### src/rtl/hazard_pkg.sv
// hazard_pkg: shared types and constants for the hazard control unit.
package hazard_pkg;
  localparam int REG_AW = 5;
  localparam int FWD_RF = 0;
  typedef enum logic [1:0] {RUN = 2'd0, LOAD_STALL = 2'd1, MC_BUSY = 2'd2} state_t;
endpackage

### src/rtl/fwd_select.sv
// fwd_select: priority comparator picking the youngest matching forward source.
module fwd_select import hazard_pkg::*; #(
  parameter int N  = 3,
  parameter int SW = 2
) (
  input  logic [REG_AW-1:0]   rs,
  input  logic [REG_AW*N-1:0] rd_stage,
  input  logic [N-1:0]        regwen_stage,
  input  logic                en,
  output logic [SW-1:0]       sel
);
  // scanning downward lets the lowest (youngest) stage overwrite older matches
  always_comb begin
    sel = SW'(FWD_RF);
    for (int k = N - 1; k >= 0; k--)
      if (regwen_stage[k] && rd_stage[k*REG_AW +: REG_AW] == rs && rs != '0) sel = SW'(k + 1);
    if (!en) sel = '0;
  end
endmodule

### src/rtl/hazard_ctrl_unit.sv
// hazard_ctrl_unit: operand forwarding plus load-use, multi-cycle and branch
// stall/flush sequencing for the ID/EX boundary.
module hazard_ctrl_unit import hazard_pkg::*; #(
  parameter int NUM_FWD_STAGES = 3,
  parameter int LOAD_LATENCY   = 1,
  parameter int CNT_W          = 32
) (
  input  logic                               clk,
  input  logic                               reset_n,
  input  logic [REG_AW-1:0]                  rs1_id,
  input  logic [REG_AW-1:0]                  rs2_id,
  input  logic                               use_rs1_id,
  input  logic                               use_rs2_id,
  input  logic [REG_AW-1:0]                  rs1_ex,
  input  logic [REG_AW-1:0]                  rs2_ex,
  input  logic [REG_AW-1:0]                  rd_ex,
  input  logic                               regwen_ex,
  input  logic                               memread_ex,
  input  logic [REG_AW*NUM_FWD_STAGES-1:0]   rd_stage,
  input  logic [NUM_FWD_STAGES-1:0]          regwen_stage,
  input  logic                               branch_taken_ex,
  input  logic                               mc_start_ex,
  input  logic                               mc_done,
  output logic [$clog2(NUM_FWD_STAGES+1)-1:0] fwd_sel_a,
  output logic [$clog2(NUM_FWD_STAGES+1)-1:0] fwd_sel_b,
  output logic                               stall_if,
  output logic                               stall_id,
  output logic                               stall_ex,
  output logic                               flush_id,
  output logic                               flush_ex,
  output logic                               bubble_ma,
  output logic [1:0]                         state_o,
  output logic [CNT_W-1:0]                   stall_count
);
  localparam int SEL_W = $clog2(NUM_FWD_STAGES + 1);
  localparam int LCW   = LOAD_LATENCY > 1 ? $clog2(LOAD_LATENCY) : 1;
  state_t state, state_nxt;
  logic [LCW-1:0] cnt, cnt_nxt;
  logic lu, s_if, s_ex, f_id, f_ex;
  fwd_select #(.N(NUM_FWD_STAGES), .SW(SEL_W)) u_fwd_a (
    .rs(rs1_ex), .rd_stage(rd_stage), .regwen_stage(regwen_stage), .en(reset_n), .sel(fwd_sel_a)
  );
  fwd_select #(.N(NUM_FWD_STAGES), .SW(SEL_W)) u_fwd_b (
    .rs(rs2_ex), .rd_stage(rd_stage), .regwen_stage(regwen_stage), .en(reset_n), .sel(fwd_sel_b)
  );
  assign lu = memread_ex && regwen_ex && rd_ex != '0 &&
              ((use_rs1_id && rd_ex == rs1_id) || (use_rs2_id && rd_ex == rs2_id));
  always_comb begin
    state_nxt = state;
    cnt_nxt   = cnt;
    s_if      = 1'b0;
    s_ex      = 1'b0;
    f_id      = 1'b0;
    f_ex      = 1'b0;
    case (state)
      RUN: begin
        if (branch_taken_ex) begin
          f_id = 1'b1;
          f_ex = 1'b1;
        end else if (mc_start_ex) begin
          s_if      = 1'b1;
          s_ex      = 1'b1;
          state_nxt = mc_done ? RUN : MC_BUSY;
        end else if (lu) begin
          s_if = 1'b1;
          f_ex = 1'b1;
          if (LOAD_LATENCY > 1) begin
            state_nxt = LOAD_STALL;
            cnt_nxt   = LCW'(LOAD_LATENCY - 1);
          end
        end
      end
      LOAD_STALL: begin
        s_if      = 1'b1;
        f_ex      = 1'b1;
        cnt_nxt   = cnt - 1'b1;
        state_nxt = cnt <= LCW'(1) ? RUN : LOAD_STALL;
      end
      MC_BUSY: begin
        s_if      = !mc_done;
        s_ex      = !mc_done;
        state_nxt = mc_done ? RUN : MC_BUSY;
      end
      default: state_nxt = RUN;
    endcase
  end
  assign stall_if  = s_if && reset_n;
  assign stall_id  = s_if && reset_n;
  assign stall_ex  = s_ex && reset_n;
  assign bubble_ma = s_ex && reset_n;
  assign flush_id  = f_id && reset_n;
  assign flush_ex  = f_ex && reset_n;
  assign state_o   = state;
  always_ff @(posedge clk or negedge reset_n) begin
    if (!reset_n) begin
      state       <= RUN;
      cnt         <= '0;
      stall_count <= '0;
    end else begin
      state <= state_nxt;
      cnt   <= cnt_nxt;
      if (stall_if && !(&stall_count)) stall_count <= stall_count + CNT_W'(1);
    end
  end
endmodule
### config.mk
export PLATFORM = sky130hd
export DESIGN_NAME = hazard_ctrl_unit
export DESIGN_NICKNAME = d
export VERILOG_FILES = /design/src/rtl/hazard_pkg.sv /design/src/rtl/fwd_select.sv /design/src/rtl/hazard_ctrl_unit.sv
export SDC_FILE = /design/constraint.sdc
export NUM_CORES = 1
export LEC_CHECK = 0
export CORE_ASPECT_RATIO = 1.25
export CORE_UTILIZATION = 40
export DETAILED_ROUTE_END_ITERATION = 10
export GPL_TIMING_DRIVEN = 1
export PLACE_DENSITY = 0.75
export SYNTH_ARGS = -nofsm -noshare
export SYNTH_HDL_FRONTEND = slang
export SYNTH_HIERARCHICAL = 1
export SYNTH_SLANG_ARGS = --single-unit
### constraint.sdc
create_clock -name clk -period 7.14 [get_ports clk]
set_clock_uncertainty 0.1 [all_clocks]
set_input_delay 1.785 -clock clk [delete_from_list [all_inputs] [get_ports clk]]
set_output_delay 1.785 -clock clk [all_outputs]
set_load 0.02 [all_outputs]
==> metrics, run 1 <==
status=finished, violations left; violated checks=DRC; Metal-1 WL=2.598 mm; Worst Tran Pin Value=between 0.6 and 0.7 ns; number of synthesis warnings=6; synth unique cells=41; IO Port Bufs=between 90 and 100; Syn Area/Cell=between 9 and 10 sq um; hpwl dp=4.935 mm; commonest non-fill, non-tap cell in the layout=clkdlybuf4s50_1; Max IR drop VDD=~170 uV; Cells after Synth=246; P per Cell Area=156.3 nW/um^2; Final #Nets=between 300 and 400; Final ANT Viol Nets=0; Vias=2128; worst path cell trace=clkdlybuf4s50_1 -> or4_1 -> o211ai_1 -> nand2b_1 -> nor3_1 -> o21a_1 -> clkdlybuf4s50_1; RSZ-0062 raised after global routing=no; setup ws final=roughly 1.2 ns; WHS=a little under 0.4 ns; Leak=around 1.4 nW; Post CTS Setup Buffer Count=0; EDFF count, synth=0; crit path kind=input port to primary output; CTS max path bufs=2; Worst EP arrival=around 4 ns; Post-Syn Area=2359 sq um; CP max-delay cell=or4_1; sequential share of the synthesized area=about a third; fmax=~170 MHz; Ant. Diodes=0; Overall Power=0.5340 mW; Slew Limit Fails=0; Worst Hold Class=flop to flop; endpoints failing hold=0; clock-pin slew of the registers on the worst-case setup and hold paths=~0.06 ns; Starting DRT DRC Count=92; Post-Layout Cell Count=approximately 400; Top FF cell, synth=dfrtp_1; reg2reg end=stall_count[29]; drt pass-1 iters=7; crit path max fanout=6; clk_lat worst skew=0.28 ns; Ports=96; dpl cells=399; pre-CTS WS=1.194 ns; R2R Path Start=stall_count[0]; FF+latch count, synth=33; CTS buffer count=5; crit path time final=roughly 6 ns; Initial Util=a little over two fifths; Via density=between 5 and 6; H-tree depth=2; wire length on met2=approximately 3.2 mm; slowest cell delay on critical path=0.57 ns; # Max-Cap Violations=0; die span in x=between 70 and 80 um; Total Wirelength=between 6 and 7 mm; placed cell areas=approximately 3300 sq um; hold_sp=stall_count[31]; Reg2Reg Depth=7; Root Driver=clkbuf_8; Final setup viols=0; CP most frequent cell=clkdlybuf4s50_1; period utilization=83.40%; Post-CTS Resized=0; final setup TNS=0 ns; uppermost routed layer=met4; CTS tree=built; r2r setup slk=around 4.7 ns; metal3 WL=approximately 380 um; Mapped Nets=roughly 300; per-cell routed wire length=approximately 15 um; Worst Hold End=stall_count[31]; fraction of registers with async set/reset=100.0%; initial antenna violation count=0; core area=5555 sq um; commonest cells after routing, fill and taps aside=93 x clkdlybuf4s50_1, 36 x xor2_1, 35 x xnor2_1, 33 x dfrtp_1, 18 x nand2_1; slew margin rel.=55.16%; gr ovfl total=0; ratio of cells with drive above 1 in the final layout=8.772%; RD Place Congestion=0.8951; Remaining DRCs=20; Setup crit start kind=input port; CP Capture Type=primary output; row count=30; DIE HEIGHT=87.85 um; Hold Buf Count CTS=0; first-pass GRT wire length=~10 mm; largest net degree at the start of global routing=31; Die ar.=roughly 6200 sq um; Hold Crit Depth=1; number of global-route vias before repair=2138; Syn-to-layout area delta=44.83%; fin util=approximately three fifths; CTS sink count=33; cell area after layout=around 3400 sq um; Worst Path Required=around 5.3 ns; Tot GR Track Use=a little over a fifth
[worst max-delay path by stage]
stage	start	slack, ns	to
after floorplan	rd_ex[1]	2.16	stall_if
after global placement	rd_ex[1]	1.27	flush_ex
after detailed placement	rd_ex[1]	1.19	flush_ex
after CTS	rd_ex[1]	1.19	flush_ex
after global routing	rd_ex[1]	1.04	flush_ex
final	rd_ex[1]	1.19	flush_ex
[synth_stat cells, types with 2 or more instances]
cell       instances  area share, %
nor2_1            17            2.7
nand3_1           12            2.5
inv_1             10            1.6
nand2_1           18            2.9
a211oi_2           2            1.1
nor4_1             6            1.6
buf_6              2           0.95
a21oi_1            4           0.85
nor2_4             3            1.4
buf_4              4            1.3
xnor2_1           35             13
dfrtp_1           33             35
or4_4              3            1.4
xor2_1            36             13
a2111oi_2          2            1.3
a211oi_1           3           0.95
nor4_2             3            1.6
and4_1             2           0.74
o21a_1             3           0.95
or3_1              2           0.53
nand3b_1           2           0.64
nand4_1           12            3.2
and2_4             2           0.74
nor3_1            13            2.8
[logic make-up (layout without fill, tap and decap cells)]
kind of cell,after synthesis,count (layout),synth area share [%]
simple gates,106,106,27.59
xor+xnor,71,71,26.37
flops,33,33,35.01
compound gates,17,17,6.048
buf+inv,16,112,3.820
fa+ha+maj,1,1,0.5304
other cells,1,1,0.1590
mux,1,1,0.4774
[sequential cells by signal, indices dropped and copies added, names as in the netlist]
| name | cells |
|---|---|
| state_o | 1 |
| stall_count | 32 |
[power by group]
part / total (mW) / switching, mW / internal, mW
combinational: 0.169 / 0.0823 / 0.0872
clock: 0.141 / 0.0645 / 0.0764
sequential: 0.224 / 0.0211 / 0.203
[metal layers]
layer	vias up	GRT usage, %
met5	-	0
met4	0	7.273
met3	12	4.258
met2	72	38.90
met1	1000	25.99
li1	1044	-
[area by class of cell]
type                       instances  area, sq um
fill                             482         2140
inverter                          10        37.54
clock buffer                       7        86.33
timing repair buffer              95        943.4
multi-input combinational        197         1443
tap                               64        80.08
sequential                        33        825.8
[critical path, delay by kind of cell]
family                 cells  cell delay, ns
AO/OA/AOI/OAI              2            0.38
buffers and inverters      2            1.01
AND/OR/NAND/NOR            3            0.89
Power figures use the tool's default switching activity.
==> run 2: changes to the inputs <==
==> constraint.sdc (replaced) <==
create_clock -name clk -period 5.8 [get_ports clk]
set_clock_uncertainty 0.1 [all_clocks]
set_input_delay 1.45 -clock clk [delete_from_list [all_inputs] [get_ports clk]]
set_output_delay 1.45 -clock clk [all_outputs]
set_load 0.02 [all_outputs]
==> run 2 against run 1 <==
Effect of this change: the flow still finishes with violations (DRC); total power up 22%; setup slack lost 0.67 ns; flip-flop and latch count stayed put; cell count up 0.49%; utilization rose by 0.068 points; global-route usage decreased by 0.17 points; sequential power grew 23%; critical path depth stayed put; design area grew 0.11%; wire length fell by 1.4%; sequential share of layout area hardly changed; critical path type unchanged; critical endpoint unchanged; largest power group unchanged; highest routed layer unchanged.
==> metrics, run 2 (synthesized netlist as in run 1, its figures left out) <==
first-pass GRT wire length=10.35 mm; slowest cell delay on critical path=0.57 ns; Remaining DRCs=20; IO Port Bufs=94; Post-CTS Resized=0; CP Capture Type=primary output; drt pass-1 iters=7; Worst Path Required=about 4.3 ns; Syn-to-layout area delta=44.99%; Starting DRT DRC Count=about 80; Crit path max-delay family=buffers and inverters; final setup TNS=0 ns; commonest cells after routing, fill and taps aside=93 x clkdlybuf4s50_1, 36 x xor2_1, 35 x xnor2_1, 33 x dfrtp_1, 18 x nand2_1; commonest non-fill, non-tap cell in the layout=clkdlybuf4s50_1; Worst EP arrival=roughly 3.7 ns; Leak=1.418 nW; violated checks=DRC; Fillers=between 400 and 500; crit path time final=around 5.3 ns; crit path max fanout=6; row count=30; Initial Util=between 40 and 50%; CP most frequent cell=clkdlybuf4s50_1; WHS=0.4088 ns; CP max-delay cell=or4_1; period utilization=roughly 90%; hpwl dp=~4.8 mm; crit path kind=input port to primary output; fmax=between 150 and 200 MHz; Post CTS Setup Buffer Count=0; Via density=about 5.2; Final #Nets=between 300 and 400; crit path buf inv count=2; slew margin rel.=between 60% and 70%; Worst Tran Pin Value=0.5991 ns; DIE HEIGHT=just under 90 um; Hold Buf Count CTS=0; Slew Limit Fails=0; Largest Register=stall_count; max FFs per register=32; core area=5555 sq um; initial antenna violation count=0; Max IR drop VDD=242.9 uV; CTS sink count=33; Final ANT Viol Nets=0; Die ar.=around 6200 sq um; status=finished, violations left; Setup crit start kind=input port; Post-Layout Cell Count=408; Ports=96; CTS max path bufs=2; die span in x=70.68 um; number of global-route vias before repair=~2100; Root Driver=clkbuf_8; endpoints failing hold=0; fin util=between 60 and 70%; CTS tree=built; ratio of cells with drive above 1 in the final layout=under 10%; dpl cells=400; Worst Hold Class=flop to flop; CTS buffer count=5; worst path cell trace=clkdlybuf4s50_1 -> or4_1 -> o211ai_1 -> nand2b_1 -> nor3_1 -> o21a_1 -> clkdlybuf4s50_1; clock-pin slew of the registers on the worst-case setup and hold paths=about 0.060 ns; Total Wirelength=between 6 and 7 mm; H-tree depth=2; Ant. Diodes=0; largest net degree at the start of global routing=29; Vias=about 2100; RD Place Congestion=between 0.9 and 1; P per Cell Area=191.0 nW/um^2; Tot GR Track Use=~21%; Final setup viols=0; clk_lat worst skew=0.29 ns; # Max-Cap Violations=0; per-cell routed wire length=roughly 15 um; RSZ-0062 raised after global routing=no; gr ovfl total=0
run 2: cell types whose count changed in the layout (fill, tap and decap cells not counted), sizes merged:
cell	previous run	this run
clkinv	0	2
buf	2	3
clkbuf	7	6
run 2: power breakdown:
part           internal, mW  switching (mW)
logic                 0.108           0.102
clock network        0.0831          0.0851
registers             0.249          0.0262
total                 0.440           0.213
run 2: per-layer routing:
layer,vias up,global-route usage (%),routed length (um)
met5,-,0,0
met4,0,7.636,130
met3,12,4.603,364
met2,71,38.20,3023
met1,1001,25.68,2649
li1,1046,-,-
run 2: final timing paths:
kind / slack, ns / cells after the start / endpoint / from
min in group asynchronous: 0.99 / 1 / stall_count[2] / reset_n
min reg2reg: 0.41 / 1 / stall_count[21] / stall_count[21]
min: 0.41 / 1 / stall_count[21] / stall_count[21]
max: 0.52 / 7 / flush_ex / rd_ex[1]
max reg2reg: 3.24 / 7 / stall_count[31] / stall_count[0]
max in group asynchronous: 4.08 / 2 / stall_count[11] / reset_n
run 2: cell type report:
| class | instances | area (sq um) | area share (%) |
|---|---|---|---|
| clock inverter | 2 | 10.01 | 0.2927 |
| sequential | 33 | 825.8 | 24.15 |
| timing repair buffer | 96 | 950.9 | 27.81 |
| inverter | 10 | 37.54 | 1.098 |
| clock buffer | 6 | 72.57 | 2.122 |
| multi-input combinational | 197 | 1443 | 42.19 |
| tap | 64 | 80.08 | 2.342 |
run 2: metrics by stage:
| step | worst slack [ns] | cell area (sq um) | power (mW) |
|---|---|---|---|
| floorplan | 1.490 | 2359 | 0.3778 |
| global placement | 0.5975 | 3337 | 0.4868 |
| detailed placement | 0.5038 | 3337 | 0.4883 |
| CTS | 0.5017 | 3420 | 0.6596 |
| global route | 0.4176 | 3420 | 0.6906 |
| finish | 0.5170 | 3420 | 0.6530 |
==> run 3: changes to the inputs <==
==> constraint.sdc (replaced) <==
create_clock -name clk -period 6.3 [get_ports clk]
set_clock_uncertainty 0.1 [all_clocks]
set_input_delay 1.575 -clock clk [delete_from_list [all_inputs] [get_ports clk]]
set_output_delay 1.575 -clock clk [all_outputs]
set_load 0.02 [all_outputs]
==> run 3 against run 2 <==
Effect of this change: the run still ends with DRC left; first-iteration DRC count increased by 16%; count of clock-buffer cells in the layout up 1; critical path depth stayed put; setup slack improved by 0.26 ns; cell count fell by 0.49%; sequential share of layout area hardly changed; utilization fell by 0.068 points; design area is 0.11% lower; clock power is 2% lower.
==> metrics, run 3 (synthesized netlist as in run 1, its figures left out) <==
Total Wirelength=6.327 mm; Die ar.=roughly 6200 sq um; number of global-route vias before repair=approximately 2100; commonest non-fill, non-tap cell in the layout=clkdlybuf4s50_1; final setup TNS=0 ns; per-cell routed wire length=15.58 um; Max IR drop VDD=~220 uV; Worst Hold Class=flop to flop; violated checks=DRC; max FFs per register=32; IO Port Bufs=94; Worst Tran Pin Value=approximately 0.69 ns; Fillers=471; Initial Util=42.45%; Ant. Diodes=0; # Max-Cap Violations=0; die span in x=just over 70 um; clk_lat worst skew=between 0.2 and 0.3 ns; ratio of cells with drive above 1 in the final layout=~9%; crit path kind=input port to primary output; Worst EP arrival=3.84 ns; CTS max path bufs=2; Remaining DRCs=20; Final #Nets=between 300 and 400; CTS tree=built; hpwl dp=slightly below 5 mm; Slew Limit Fails=0; met1 Use GR=24.71%; Tot GR Track Use=about a fifth; endpoints failing hold=0; gr busiest metal=met2; CTS buffer count=5; H-tree depth=2; Hold Buf Count CTS=0; gr ovfl total=0; CP most frequent cell=clkdlybuf4s50_1; clock-pin slew of the registers on the worst-case setup and hold paths=about 0.060 ns; period utilization=just under 90%; Largest Register=stall_count; Root Driver=clkbuf_8; RD Place Congestion=between 0.8 and 0.9; Ports=96; slew margin rel.=around 54%; Final ANT Viol Nets=0; worst path cell trace=clkdlybuf4s50_1 -> or4_1 -> o211ai_1 -> nand2b_1 -> nor3_1 -> o21a_1 -> clkdlybuf4s50_1; CP max-delay cell=or4_1; Starting DRT DRC Count=around 90; core area=around 5600 sq um; commonest cells after routing, fill and taps aside=93 x clkdlybuf4s50_1, 36 x xor2_1, 35 x xnor2_1, 33 x dfrtp_1, 18 x nand2_1; Post CTS Setup Buffer Count=0; CP Capture Type=primary output; cell area after layout=approximately 3400 sq um; largest net degree at the start of global routing=31; Worst Path Required=between 4 and 5 ns; row count=30; fmax=between 150 and 200 MHz; Reg area=825.8 sq um; met3 global-route usage=a little under 5%; Final setup viols=0; Vias=around 2100; crit path max fanout=6; slowest cell delay on critical path=0.57 ns; RSZ-0062 raised after global routing=no; Syn-to-layout area delta=44.83%; DIE HEIGHT=approximately 90 um; CTS sink count=33; Post-CTS Resized=0; met2 Use GR=about two fifths; placed cell areas=about 3300 sq um; Via density=between 5 and 6; status=finished, violations left; P per Cell Area=~180 nW/um^2; Multi-input gate area=1443 sq um; r2r setup slk=approximately 3.8 ns; Setup crit start kind=input port; initial antenna violation count=0; crit path time final=approximately 5.5 ns; first-pass GRT wire length=slightly above 10 mm; drt pass-1 iters=7; Leak=1.412 nW
[run 3: changes by cell type in the layout (fill, tap and decap cells not counted)]
cell and delta:
clkbuf_8 +1, clkinv_2 -2, buf_4 -1
[run 3: final cells by class]
class	instances	share of cell area, %
repair buffers	95	27.62
clock buffers	7	2.527
flip-flops and latches	33	24.18
inverters	10	1.099
multi-input cells	197	42.23
well taps	64	2.344
[run 3: report_power, final]
group	total, mW	internal, mW	switching, mW
Clock	0.164	0.0867	0.0771
Combinational	0.192	0.0989	0.0936
Sequential	0.254	0.229	0.0242
[run 3: worst max-delay path, delay by kind of cell]
kind	cells	cell delay, ns
AND/OR/NAND/NOR	3	0.90
AO/OA/AOI/OAI	2	0.37
buffers and inverters	2	1.01
[run 3: worst paths after layout]
path                                 startpoint         endpoint  cells past startpoint
worst max-delay path                   rd_ex[1]         flush_ex                      7
min in group asynchronous               reset_n   stall_count[2]                      1
worst max register to register   stall_count[0]  stall_count[29]                      7
worst min register to register  stall_count[31]  stall_count[31]                      1
worst min-delay path            stall_count[31]  stall_count[31]                      1
max in group asynchronous               reset_n  stall_count[19]                      2
[run 3: through the flow]
step / std cells / power, mW / hold WS, ns / util, % / setup slack, ns
global placement: 399 / 0.4475 / 0.3798 / 59.93 / 0.8474
finish: 406 / 0.6099 / 0.3894 / 61.49 / 0.7805
detailed placement: 399 / 0.4492 / 0.3861 / 59.93 / 0.7858
global route: 406 / 0.6425 / 0.4252 / 61.49 / 0.6321
floorplan: 246 / 0.3479 / 0.4887 / - / 1.740
CTS: 406 / 0.6143 / 0.3950 / 61.49 / 0.7783
[run 3: routing by layer]
| layer | share of wire (%) | vias up |
|---|---|---|
| met5 | 0 | - |
| li1 | - | 1047 |
| met2 | 50 | 77 |
| met4 | 1.4 | 0 |
| met3 | 7.1 | 11 |
| met1 | 41 | 974 |
